==> config.mk <==
export PLATFORM = sky130hd
export DESIGN_NAME = hazard_ctrl
export DESIGN_NICKNAME = d
export VERILOG_FILES = /design/src/rtl/hazard_ctrl.sv
export SDC_FILE = /design/constraint.sdc
export NUM_CORES = 1
export LEC_CHECK = 0
export CAP_MARGIN = 5
export CORE_ASPECT_RATIO = 1.25
export CORE_MARGIN = 3
export CORE_UTILIZATION = 40
export CTS_CLUSTER_DIAMETER = 200
export DETAILED_ROUTE_END_ITERATION = 10
export DONT_BUFFER_PORTS = 1
export GPL_TIMING_DRIVEN = 0
export PLACE_DENSITY = 0.62
export SLEW_MARGIN = 20
export SYNTH_ARGS = -nofsm -noshare
export SYNTH_HDL_FRONTEND = slang
export SYNTH_SLANG_ARGS = --single-unit
export TNS_END_PERCENT = 20
==> constraint.sdc <==
create_clock -name clk -period 6.55 [get_ports clk]
set_clock_uncertainty 0.1 [all_clocks]
set_input_delay 1.965 -clock clk [delete_from_list [all_inputs] [get_ports clk]]
set_output_delay 1.965 -clock clk [all_outputs]
set_load 0.01 [all_outputs]
==> src/rtl/hazard_ctrl.sv <==
// Pipeline sequencing controller: warm-up hold, load-use stalls, branch flushes,
// memory-wait freeze with timeout, and saturating performance counters.
module hazard_ctrl #(
    parameter int unsigned INIT_CYCLES = 4,
    parameter int unsigned MEM_TIMEOUT = 16,
    parameter int unsigned CNT_W       = 16
) (
    input  logic             clk,
    input  logic             rst_n,
    input  logic [5:0]       id_opcode,
    input  logic [4:0]       id_rs,
    input  logic [4:0]       id_rt,
    input  logic             ex_mem_read,
    input  logic [4:0]       ex_rt,
    input  logic             ex_branch_taken,
    input  logic             mem_ready,
    output logic             pc_we,
    output logic             ifid_we,
    output logic             ifid_flush,
    output logic             idex_we,
    output logic             idex_bubble,
    output logic             exmem_we,
    output logic [1:0]       state,
    output logic             mem_timeout,
    output logic [CNT_W-1:0] stall_cnt,
    output logic [CNT_W-1:0] flush_cnt,
    output logic [CNT_W-1:0] freeze_cnt
);

    typedef enum logic [1:0] {
        S_INIT   = 2'b00,
        S_RUN    = 2'b01,
        S_FREEZE = 2'b10,
        S_ERR    = 2'b11
    } state_t;

    state_t      cur, nxt;
    logic [7:0]  init_cnt;
    logic [15:0] tmo_cnt;
    logic [16:0] tmo_inc;
    logic        rs_is_src, rt_is_src, hazard;
    logic        run_eval, do_flush, do_stall;

    assign state   = cur;
    assign tmo_inc = {1'b0, tmo_cnt} + 17'd1;

    always_comb begin
        rs_is_src = 1'b0;
        rt_is_src = 1'b0;
        case (id_opcode)
            6'b000000, 6'b101011: begin
                rs_is_src = 1'b1;
                rt_is_src = 1'b1;
            end
            6'b001000, 6'b001100, 6'b001101,
            6'b001110, 6'b001001, 6'b100011: rs_is_src = 1'b1;
            default: ;
        endcase
    end

    assign hazard = ex_mem_read && (ex_rt != '0) &&
                    ((rs_is_src && (ex_rt == id_rs)) || (rt_is_src && (ex_rt == id_rt)));

    always_comb begin
        nxt         = cur;
        run_eval    = 1'b0;
        do_flush    = 1'b0;
        do_stall    = 1'b0;
        pc_we       = 1'b0;
        ifid_we     = 1'b0;
        ifid_flush  = 1'b0;
        idex_we     = 1'b0;
        idex_bubble = 1'b0;
        exmem_we    = 1'b0;
        case (cur)
            S_INIT:   if (init_cnt == 8'(INIT_CYCLES - 1)) nxt = S_RUN;
            S_RUN:    if (!mem_ready) nxt = S_FREEZE;
                      else            run_eval = 1'b1;
            S_FREEZE: begin
                if (mem_ready) begin
                    nxt      = S_RUN;
                    run_eval = 1'b1;
                end else if (tmo_inc >= 17'(MEM_TIMEOUT)) begin
                    nxt = S_ERR;
                end
            end
            default: ;
        endcase
        // The freeze-exit cycle shares the RUN decisions below the mem_ready check
        if (run_eval) begin
            if (ex_branch_taken) begin
                {pc_we, ifid_we, idex_we, exmem_we} = '1;
                ifid_flush  = 1'b1;
                idex_bubble = 1'b1;
                do_flush    = 1'b1;
            end else if (hazard) begin
                idex_we     = 1'b1;
                idex_bubble = 1'b1;
                exmem_we    = 1'b1;
                do_stall    = 1'b1;
            end else begin
                {pc_we, ifid_we, idex_we, exmem_we} = '1;
            end
        end
    end

    always_ff @(posedge clk or negedge rst_n) begin
        if (!rst_n) begin
            cur         <= S_INIT;
            init_cnt    <= '0;
            tmo_cnt     <= '0;
            mem_timeout <= 1'b0;
            stall_cnt   <= '0;
            flush_cnt   <= '0;
            freeze_cnt  <= '0;
        end else begin
            cur <= nxt;
            if (cur == S_INIT) init_cnt <= init_cnt + 8'd1;
            if (cur == S_RUN && !mem_ready) begin
                tmo_cnt <= 16'd1;
            end else if (cur == S_FREEZE) begin
                tmo_cnt <= mem_ready ? '0 : tmo_inc[15:0];
            end
            if (cur == S_FREEZE && nxt == S_ERR) mem_timeout <= 1'b1;
            if (do_stall && stall_cnt != '1) stall_cnt <= stall_cnt + CNT_W'(1);
            if (do_flush && flush_cnt != '1) flush_cnt <= flush_cnt + CNT_W'(1);
            if (cur == S_FREEZE && freeze_cnt != '1) freeze_cnt <= freeze_cnt + CNT_W'(1);
        end
    end

endmodule

## Word level (Yosys, flattened, before mapping)

Index checks and enable logic that the tools add are counted.

- Add/subtract/negate cells: 5
- Multipliers: 0
- Divide/modulo/power cells: 0
- Order comparisons: 1
- Equality and inequality tests: 16
- Shifts and indexed selects: 0
- Multiplexer cells: 23
- Bitwise operators: 0
- Reductions and logical operators: 18

Operators with widths:

| kind | count |
|---|---|
| $add 16x1->16 const B | 3 |
| $mux 16 | 3 |
| $ne 16x16->1 const B | 3 |
| $eq 6x4->1 const B | 5 |
| $add 16x1->17 const B | 1 |
| $ge 17x5->1 const B | 1 |
| $mux 1 | 15 |
| $eq 6x6->1 const B | 2 |
| $eq 5x5->1 | 2 |
| $logic_and 1x1->1 | 9 |
| $add 8x1->8 const B | 1 |
| $eq 8x2->1 const B | 1 |
| $mux 2 | 4 |
| $reduce_or 8->1 | 1 |
| $logic_not 6->1 | 1 |
| $pmux 2 s3 | 1 |
| $reduce_bool 5->1 | 1 |
| $eq 2x2->1 const B | 2 |
| $reduce_or 2->1 | 2 |
| $eq 2x1->1 const B | 1 |
| $logic_not 2->1 | 1 |
| $reduce_bool 2->1 | 1 |
| $logic_not 1->1 | 1 |
| $logic_or 1x1->1 | 1 |

- Flip-flop bits (word level): 75
- Latch bits: 0
- RAM bits: 0
- Memory bits (read-only): 0
- Output and inout bits: 57
- Memories kept: 0

## Longest topological paths before layout

- Depth after elaboration: 10
- Depth in mapped cells: 10
- Mapped depth without buffers: 8

## Worst setup path before layout

OpenSTA, ideal clock, no wires.

- Path kind: input to output
- Start: in id_opcode[0]
- End: out pc_we
- Data arrival time: 3187 ps
- Setup slack: 1298 ps
- Stages on the path: 7
- Buffers on the path: 1
- Path through: or4_1 > o21ai_0 > nand3_1 > a21oi_1 > nand2b_1 > o21a_1 > buf_4

- Longest elaborated chain between the ends: 9
- Elaborated cells on any way between the ends: 19
- Classes of those cells: eq/ne (7); mux (5); reduce/logical (7)

RTL lines:

| what | line | RTL |
|---|---|---|
| start: declaration | 10 | `input logic [5:0] id_opcode,` |
| $eq 6x6->1 (tied with other cells) | 50 | `case (id_opcode)` |
| $reduce_or 8->1 (no line) or $reduce_or 2->1 (tied branches) | - |  |
| $mux 1 | 50 |  |
| $logic_and 1x1->1 | 62 | `((rs_is_src && (ex_rt == id_rs)) \|\| (rt_is_src && (ex_rt == id_rt)));` |
| $logic_or 1x1->1 * | 62 |  |
| $logic_and 1x1->1 * | 61 | `assign hazard = ex_mem_read && (ex_rt != '0) &&` |
| $mux 1 * (3 in a row) | - |  |
| end: declaration | 17 | `output logic pc_we,` |

Mark *: on every way between the ends. The rest lies on a longest branch, timed or not.

## Worst setup path in the final report

Same ends and word-level chain as after synthesis.

==> run summary <==
Vias per cell -> 5.628
Pwr Density -> 286.2 mW/mm^2
Worst R2R Start -> tmo_cnt[0]$_DFFE_PN0P_
Ys flop type -> dfrtp_1
Post-synth EDFFs -> 0
I/O Buffers -> 0
CP required -> 4.49 ns
CTS Hold Bufs -> 0
Clock power share -> 43.3%
Lkg Pwr -> 2.071 nW
Syn Inst Count -> 438
Drt total wl -> 9.051 mm
P_sw -> 0.3634 mW
Worst Setup EP -> pc_we
Rel. slew slack -> 45.10%
Syn_nets -> 474
Max_cap viols -> 0
Router iterations before antenna repair -> 4
Slew @ Worst Pin -> 0.8159 ns
Skew-Pair Late Insertion Delay -> 0.33 ns
Most frequent cell after synthesis -> dfrtp_1
CP Launch Type -> input pin
Deepest clock path buffer count -> 2
# IOs -> 83
Switch share -> 27.29%
F_max -> 186.6 MHz
Setup TNS -> 0 ns
Post-CTS repair timing setup buffer count -> 0
Finished layout cell area -> 0.004653 sq mm
Final hold violations -> 0
Setup ws final -> 1.190 ns
Routed WL per cell -> 15.61 microns
Die footprint -> 0.01164 sq mm
Clock sinks -> 75
CTS tree -> built
Post_cts resized -> 0
Final Critical Period -> 5.360 ns
Largest net degree at the start of global routing -> 76
Ys async rst share -> 100.0%
Grt total ovfl -> 0
Hold WS -> 0.3762 ns
Cells taking the most area after synthesis -> dfrtp_1 (45%), xor2_1 (6.8%), xnor2_1 (6.3%)
Post-synth top cells -> dfrtp_1 (75), nand2_1 (41), nor2_1 (39)
Internal power -> 0.9684 mW
Nets -> 485
Pre-CTS setup slack -> 1.193 ns
Worst-path clk slew -> 0.06 ns
HP Class -> flop to flop
Drt initial violations -> 156
Post-synthesis sequential area ratio -> 45.25%
Initial Util -> 42.07%
Area leader, netlist -> dfrtp_1
P&R area growth vs syn -> 12.19%
CP Data Arrival Time -> 3.30 ns
Vias in the first global route -> 3,214
Fin crit share -> 81.83%
Root buf cell -> clkbuf_16
Routed Antenna Nets -> 0
Die width -> 97.08 microns
Unrepaired setup endpoints after global routing -> no
Worst VDD drop -> 0.1619 mV
Comb power frac -> 11.7%
Post-synth top area share -> 45.25%
Synth Register Bits -> 75
Core region area -> 0.009859 sq mm
Final GP Congestion -> 0.8142
Fin. max-slew vios -> 0
Synth warnings -> 0
GRT Total Usage -> 16.05%
Syn Area/Cell -> 9.470 sq um
Row count -> 40
Crit end category -> output pin
Cell area after synthesis -> 0.004148 sq mm
Worst-path fanout max -> 3
First-pass GRT wire length -> 15.55 mm
H-tree depth -> 3
Flop pwr share -> 45.0%
Placed inst area -> 0.004305 sq mm
HPWL after DPL -> 6.504 mm
Die height -> 119.9 microns
Initial antenna violation count -> 0
Proportion of layout cells with a drive suffix above 1 -> 7.489%
Reg2reg path depth -> 7
R2R Setup Slk -> 3.84 ns
Outcome -> completed
TritonCTS buffer count -> 9
Via count -> 3,264
Final core occ -> 47.20%
Post-synth cell types -> 49
Final Setup Violations -> 0
N_diodes -> 0
Critical path class -> input pin to output pin
Setup crit start -> id_opcode[0]
DRC -> 0
Reg2reg end -> mem_timeout$_DFFE_PN0P_
area by class of cell:
| cell class | count | area (sq um) |
|---|---|---|
| multi-input cells | 331 | 2132 |
| plain buffers | 17 | 82.58 |
| fillers | 928 | 5206 |
| flip-flops and latches | 75 | 1877 |
| clock buffers | 9 | 225.2 |
| inverters | 15 | 56.30 |
| well taps | 126 | 157.7 |
| clock inverters | 7 | 122.6 |
worst min path at each step:
stage | start | end | slack [ns] | depth (start not counted)
5_1_grt | init_cnt[7]$_DFFE_PN0P_ | init_cnt[7]$_DFFE_PN0P_ | 0.41 | 1
6_report | init_cnt[7]$_DFFE_PN0P_ | init_cnt[7]$_DFFE_PN0P_ | 0.38 | 1
2_1_floorplan | init_cnt[7]$_DFFE_PN0P_ | init_cnt[7]$_DFFE_PN0P_ | 0.35 | 1
3_5_place_dp | init_cnt[7]$_DFFE_PN0P_ | init_cnt[7]$_DFFE_PN0P_ | 0.37 | 1
3_3_place_gp | init_cnt[7]$_DFFE_PN0P_ | init_cnt[7]$_DFFE_PN0P_ | 0.37 | 1
4_1_cts | init_cnt[7]$_DFFE_PN0P_ | init_cnt[7]$_DFFE_PN0P_ | 0.38 | 1
flip-flops by register name (all words and copies together), names as in the netlist:
| name | flops |
|---|---|
| flush_cnt | 16 |
| state | 2 |
| tmo_cnt | 16 |
| mem_timeout | 1 |
| stall_cnt | 16 |
| init_cnt | 8 |
| freeze_cnt | 16 |
metal layers:
metal / global-route usage, % / wire length [microns]
met5: 0 / 0
met2: 26.99 / 4552
met3: 5.465 / 653
met1: 18.82 / 3732
met4: 6.321 / 112
layout by cell type, fill, tap and decap left out, drive strengths merged, types with 3 or more instances in the layout:
cell type and count:
nor2 39, xnor2 30, o21ai 29, and4 6, and3 11, xor2 32
nor3b 5, o22ai 3, dfrtp 75, nand2 41, a21oi 6, nand3 29
nor4b 3, nand4 22, ha 10, a31oi 3, buf 6, inv 17
mux2 4, nor4 11, bufinv 3, nor3 14, clkbuf 20
through the flow:
step           power, mW  cells
2_1_floorplan     0.7157    438
3_3_place_gp      0.7569    564
3_5_place_dp      0.7657    564
4_1_cts            1.349    580
5_1_grt            1.399    580
6_report           1.332    580
cells by family after synthesis:
logic type      share of synthesized area [%]
flops                                   45.25
simple gates                            24.40
xor+xnor                                13.09
mux                                     1.569
compound gates                          9.321
fa+ha+maj                               3.017
buf+inv                                 3.348
worst max-delay path: stages:
cell and delay, ns:
or4_1 0.50, o21ai_0 0.09, nand3_1 0.11, a21oi_1 0.14
nand2b_1 0.09, o21a_1 0.23, buf_4 0.16
power groups by stage:
| stage | registers [mW] | clock network, mW | logic [mW] |
|---|---|---|---|
| after floorplan | 0.585 | 0 | 0.131 |
| after global placement | 0.607 | 0 | 0.150 |
| after detailed placement | 0.607 | 0 | 0.158 |
| after CTS | 0.601 | 0.590 | 0.159 |
| after global routing | 0.610 | 0.611 | 0.177 |
| final | 0.600 | 0.576 | 0.156 |
(Power assumes the default switching activity.)
==> patch 1, RTL diff (same settings) <==
Set the parameter `CNT_W` to 32 (it was 16).
--- a/src/rtl/hazard_ctrl.sv
+++ b/src/rtl/hazard_ctrl.sv
@@ -5,3 +5,3 @@
     parameter int unsigned MEM_TIMEOUT = 16,
-    parameter int unsigned CNT_W       = 16
+    parameter int unsigned CNT_W       = 32
 ) (
Interface: changed (resized flush_cnt, freeze_cnt and stall_cnt); port bits go from 83 to 131. The function was not compared with the original's and may differ.
==> patch 1 against the unedited design <==
- cell area rose by 57%
- synthesized area increased by 56%
- sequential cell count rose by 48
- routed wire length up 65%
- first-iteration DRC count up 36%
- setup slack got worse by 0.50 ns
- synthesized cell count grew 52%
- power grew 44%
- highest routed layer unchanged
==> patch 1: results (changes against the unedited design) <==
[routing]
wirelength_um=14910  ; +65%
wire_per_inst_um=16.42  ; +5.2%
met2_length_um=7745  ; +70%
drt_iter0_drc=212  ; +36%
firstDrtPassIters=5  ; +1

[synth]
synth_top_area_share_pct=47.59  ; +2.3 points
synthTopCellsByCount=123 x dfrtp_1, 60 x xor2_1, 56 x nand2_1
synth_seq_area_share_pct=47.59  ; +2.3 points
synthTopCellsByArea=dfrtp_1 48%, xor2_1 8.1%, xnor2_1 7.4%
synth_cell_types=53  ; +8.2%
syn_nets=701  ; +48%
synth_area_per_cell_um2=9.725  ; +2.7%

[grt]
met2_usage_pct=29.13  ; +2.1 points
grt_pass1_wl_um=24810  ; +60%
grt_pass1_vias=5033  ; +57%
use_met1_pct=19.99  ; +1.2 points
grt_max_degree=124  ; +63%
grtUsageTotal_pct=17.08  ; +1.0 points

[pwr]
vdd.ir_drop.worst_mv=0.1686  ; +4.1%
power_density_nw_per_um2=261.3  ; -8.7%
p_sw_share_pct=25.37  ; -1.9 points

[placement]
dp_cells=877  ; +55%
place_worst_setup_slack_ns=0.4653  ; -0.7277 ns
place_congestion=0.8377  ; +2.9%
dpl-instance-area_um2=6733  ; +56%

[clocking]
numCtsBuffers=17  ; +8
cts_htree_levels=4  ; +1
clk_latency_ns=0.42  ; +0.09 ns

[timing]
tightest_slew_ns=0.8098  ; -0.006106 ns
fmax_mhz=170.6  ; -8.6%
fin_hold_ws_ns=0.3808  ; +0.004541 ns

[outcome]
outcome=complete, no violations

[setup_path]
cp_slowest_cell=a2111oi_1

[cells_and_area]
fillers=1531  ; +65%

-- patch 1: changes by cell type in the layout (fill, tap and decap cells not counted), sizes merged, moves of 6 or more --
cell,unedited run,this run
a21oi,6,12
and3,11,21
clkbuf,20,33
dfrtp,75,123
inv,17,24
nand2,41,56
nand3,29,47
nand4,22,44
nor3,14,37
xnor2,30,55
xor2,32,60
-- patch 1: cell families (layout without fill, tap and decap cells) --
| group | count (synthesis) | after routing | share of synthesized area, % |
|---|---|---|---|
| flip-flops | 123 | 123 | 47.59 |
| buffers and inverters | 41 | 72 | 2.805 |
| AND/OR/NAND/NOR | 306 | 306 | 25.15 |
| XOR/XNOR | 115 | 115 | 15.57 |
| adder cells (fa/ha/maj) | 10 | 10 | 1.935 |
| AO/OA/AOI/OAI | 64 | 64 | 5.940 |
| multiplexers | 6 | 6 | 1.006 |
-- patch 1: worst paths after layout --
check	from	endpoint	cells after the start
worst max-delay path	id_opcode[2]	pc_we	6
worst min-delay path	init_cnt[7]	init_cnt[7]	1
worst max register to register	state[1]	stall_cnt[20]	9
worst min register to register	init_cnt[7]	init_cnt[7]	1
max in group asynchronous	rst_n	stall_cnt[19]	0
min in group asynchronous	rst_n	tmo_cnt[8]	0
-- patch 1: area by class of cell --
cell class	instances	area, um2	share of cell area [%]
multi-input combinational	501	3209	43.83
buffer	23	113.9	1.555
inverter	18	67.56	0.9228
tap	212	265.3	3.623
sequential	123	3078	42.04
clock buffer	17	425.4	5.810
clock inverter	14	162.7	2.221
-- patch 1: worst max-delay path, delay by kind of cell --
kind / cells / cell delay (ns)
AOI/OAI and AO/OA: 4 / 1.50
buffers and inverters: 1 / 0.21
and+or+nand+nor: 1 / 0.11
==> patch 2, RTL diff (same flow settings) <==
Made on the original files. Make the reset (`rst_n`) synchronous in one clocked block.
--- a/src/rtl/hazard_ctrl.sv
+++ b/src/rtl/hazard_ctrl.sv
@@ -106,3 +106,3 @@
 
-    always_ff @(posedge clk or negedge rst_n) begin
+    always_ff @(posedge clk) begin
         if (!rst_n) begin
Check against the original RTL: differs if rst_n is asserted again (counterexample within 10 cycles, from zero or initial values and one cycle with rst_n low); with rst_n held inactive, the same outputs for 10 cycles.
==> patch 2 against the unedited design <==
- die area is 0.14% lower
- cell area is 1.3% lower
- setup slack worse by 0.31 ns
- non-clock buffer count is 9 higher
- global-route usage is 1.2 points higher
- routed wire length is 8.9% higher
- synthesized area is 0.15% lower
- sequential cell count stayed put
- critical path type unchanged
- critical endpoint is now idex_bubble
Power is not compared: it rests on default switching activity, and its combinational part moved more than twofold at a synthesized area within 25%.
==> patch 2: results (changes against the unedited design) <==
[outcome]
outcome=complete, no violations

[synth]
yosys_warnings=0  ; unchanged
synth-main-ff-cell=dfxtp_1
synthTopCellsByArea=dfxtp_1 36%, nor2_1 6.9%, xor2_1 6.1%
syn_nets=564  ; +19%
syn_inst=528  ; +21%
synth_xor_area_share_pct=9.728  ; -3.4 points
synth_area_leader_cell=dfxtp_1
synthAdderAreaFrac_pct=3.021  ; +0.0046 points
synthArstFlopShare_pct=0  ; -100 points
synth_mux_area_share_pct=2.447  ; +0.88 points
synthTopCellsByCount=76 x nor2_1, 75 x dfxtp_1, 52 x nand2_1
synth_compound_area_share_pct=13.69  ; +4.4 points
synth_cell_types=52  ; +6.1%

[grt]
use_met1_pct=21.57  ; +2.8 points
grt_pass1_vias=3507  ; +9.1%
grt_pass1_wl_um=16890  ; +8.6%
grt_max_degree=13  ; -83%
met3_usage_pct=6.221  ; +0.76 points
grtUsageTotal_pct=17.29  ; +1.2 points

[timing]
fin_crit_sh_pct=86.54  ; +4.7 points
max_slew_margin_pct=40.75  ; -4.3 points
fin_hold_ws_ns=0.3868  ; +0.01052 ns

[placement]
place_congestion=0.8865  ; +8.9%
place_worst_setup_slack_ns=0.8766  ; -0.3164 ns
dp_hpwl_um=7243  ; +11%
placement.io_buffers=0  ; unchanged
dpl-instance-area_um2=4299  ; -0.15%
dp_cells=654  ; +16%

[setup_path]
timing.rr.end=flush_cnt[14]
cp_slowest_cell=or3_1
reg2regPathDepth=9  ; +2
crit_start=id_opcode[1]
r2r_setup_slack_ns=3.74  ; -0.10 ns
critPathTopFamily=simple AND/OR/NAND/NOR gates
crit-reg2reg-launch=state[1]
cpPeakStageDelay_ns=0.36  ; -0.14 ns
critPathMaxFanout=10  ; +7
crit_arrival_ns=3.60  ; +0.30 ns

[cells_and_area]
final_nets=575  ; +19%
final_util_pct=46.59  ; -0.61 points
layout-drive-gt1-share_pct=4.788  ; -2.7 points
finalNonFillerCells=669  ; +15%
fillers=1012  ; +9.1%

[routing]
via_count=3751  ; +15%
wl_met3_um=861  ; +32%
wire_per_inst_um=14.74  ; -5.6%
met2_length_um=4674  ; +2.7%
drt-met1-wl_um=4211  ; +13%

[pwr]
vdd.ir_drop.worst_mv=0.1547
p_sw_share_pct=21.37

[min_path]
whs_endpoint=init_cnt[7]
hold_path_startpoint=init_cnt[7]
holdPathStages=2  ; +1

[clocking]
cts_buffer_depth=2  ; unchanged

## patch 2: cell types whose count changed in the layout (fill, tap and decap cells not counted), sizes merged, moves of 5 or more
| cell | before | now |
|---|---|---|
| or3 | 1 | 14 |
| a21oi | 6 | 34 |
| nand2b | 2 | 8 |
| or4 | 2 | 7 |
| nor2 | 39 | 76 |
| dfrtp | 75 | 0 |
| clkbuf | 20 | 32 |
| xnor2 | 30 | 17 |
| dfxtp | 0 | 75 |
| o31ai | 2 | 7 |
| nand2 | 41 | 53 |
| mux2i | 2 | 9 |
| inv | 17 | 10 |
## patch 2: worst min-delay path, cell delays in order, from the launching register on
cell	delay, ns
dfxtp_1	0.31
o21ai_0	0.07
a21oi_1	0.06
## patch 2: final cells by class
cell class	count	area, um2	area share, %
multi-input cells	417	2487	54.15
inverters	10	37.54	0.8172
plain buffers	26	115.1	2.506
clock inverters	4	51.30	1.117
clock buffers	11	242.7	5.285
well taps	126	157.7	3.432
flip-flops and latches	75	1501	32.69
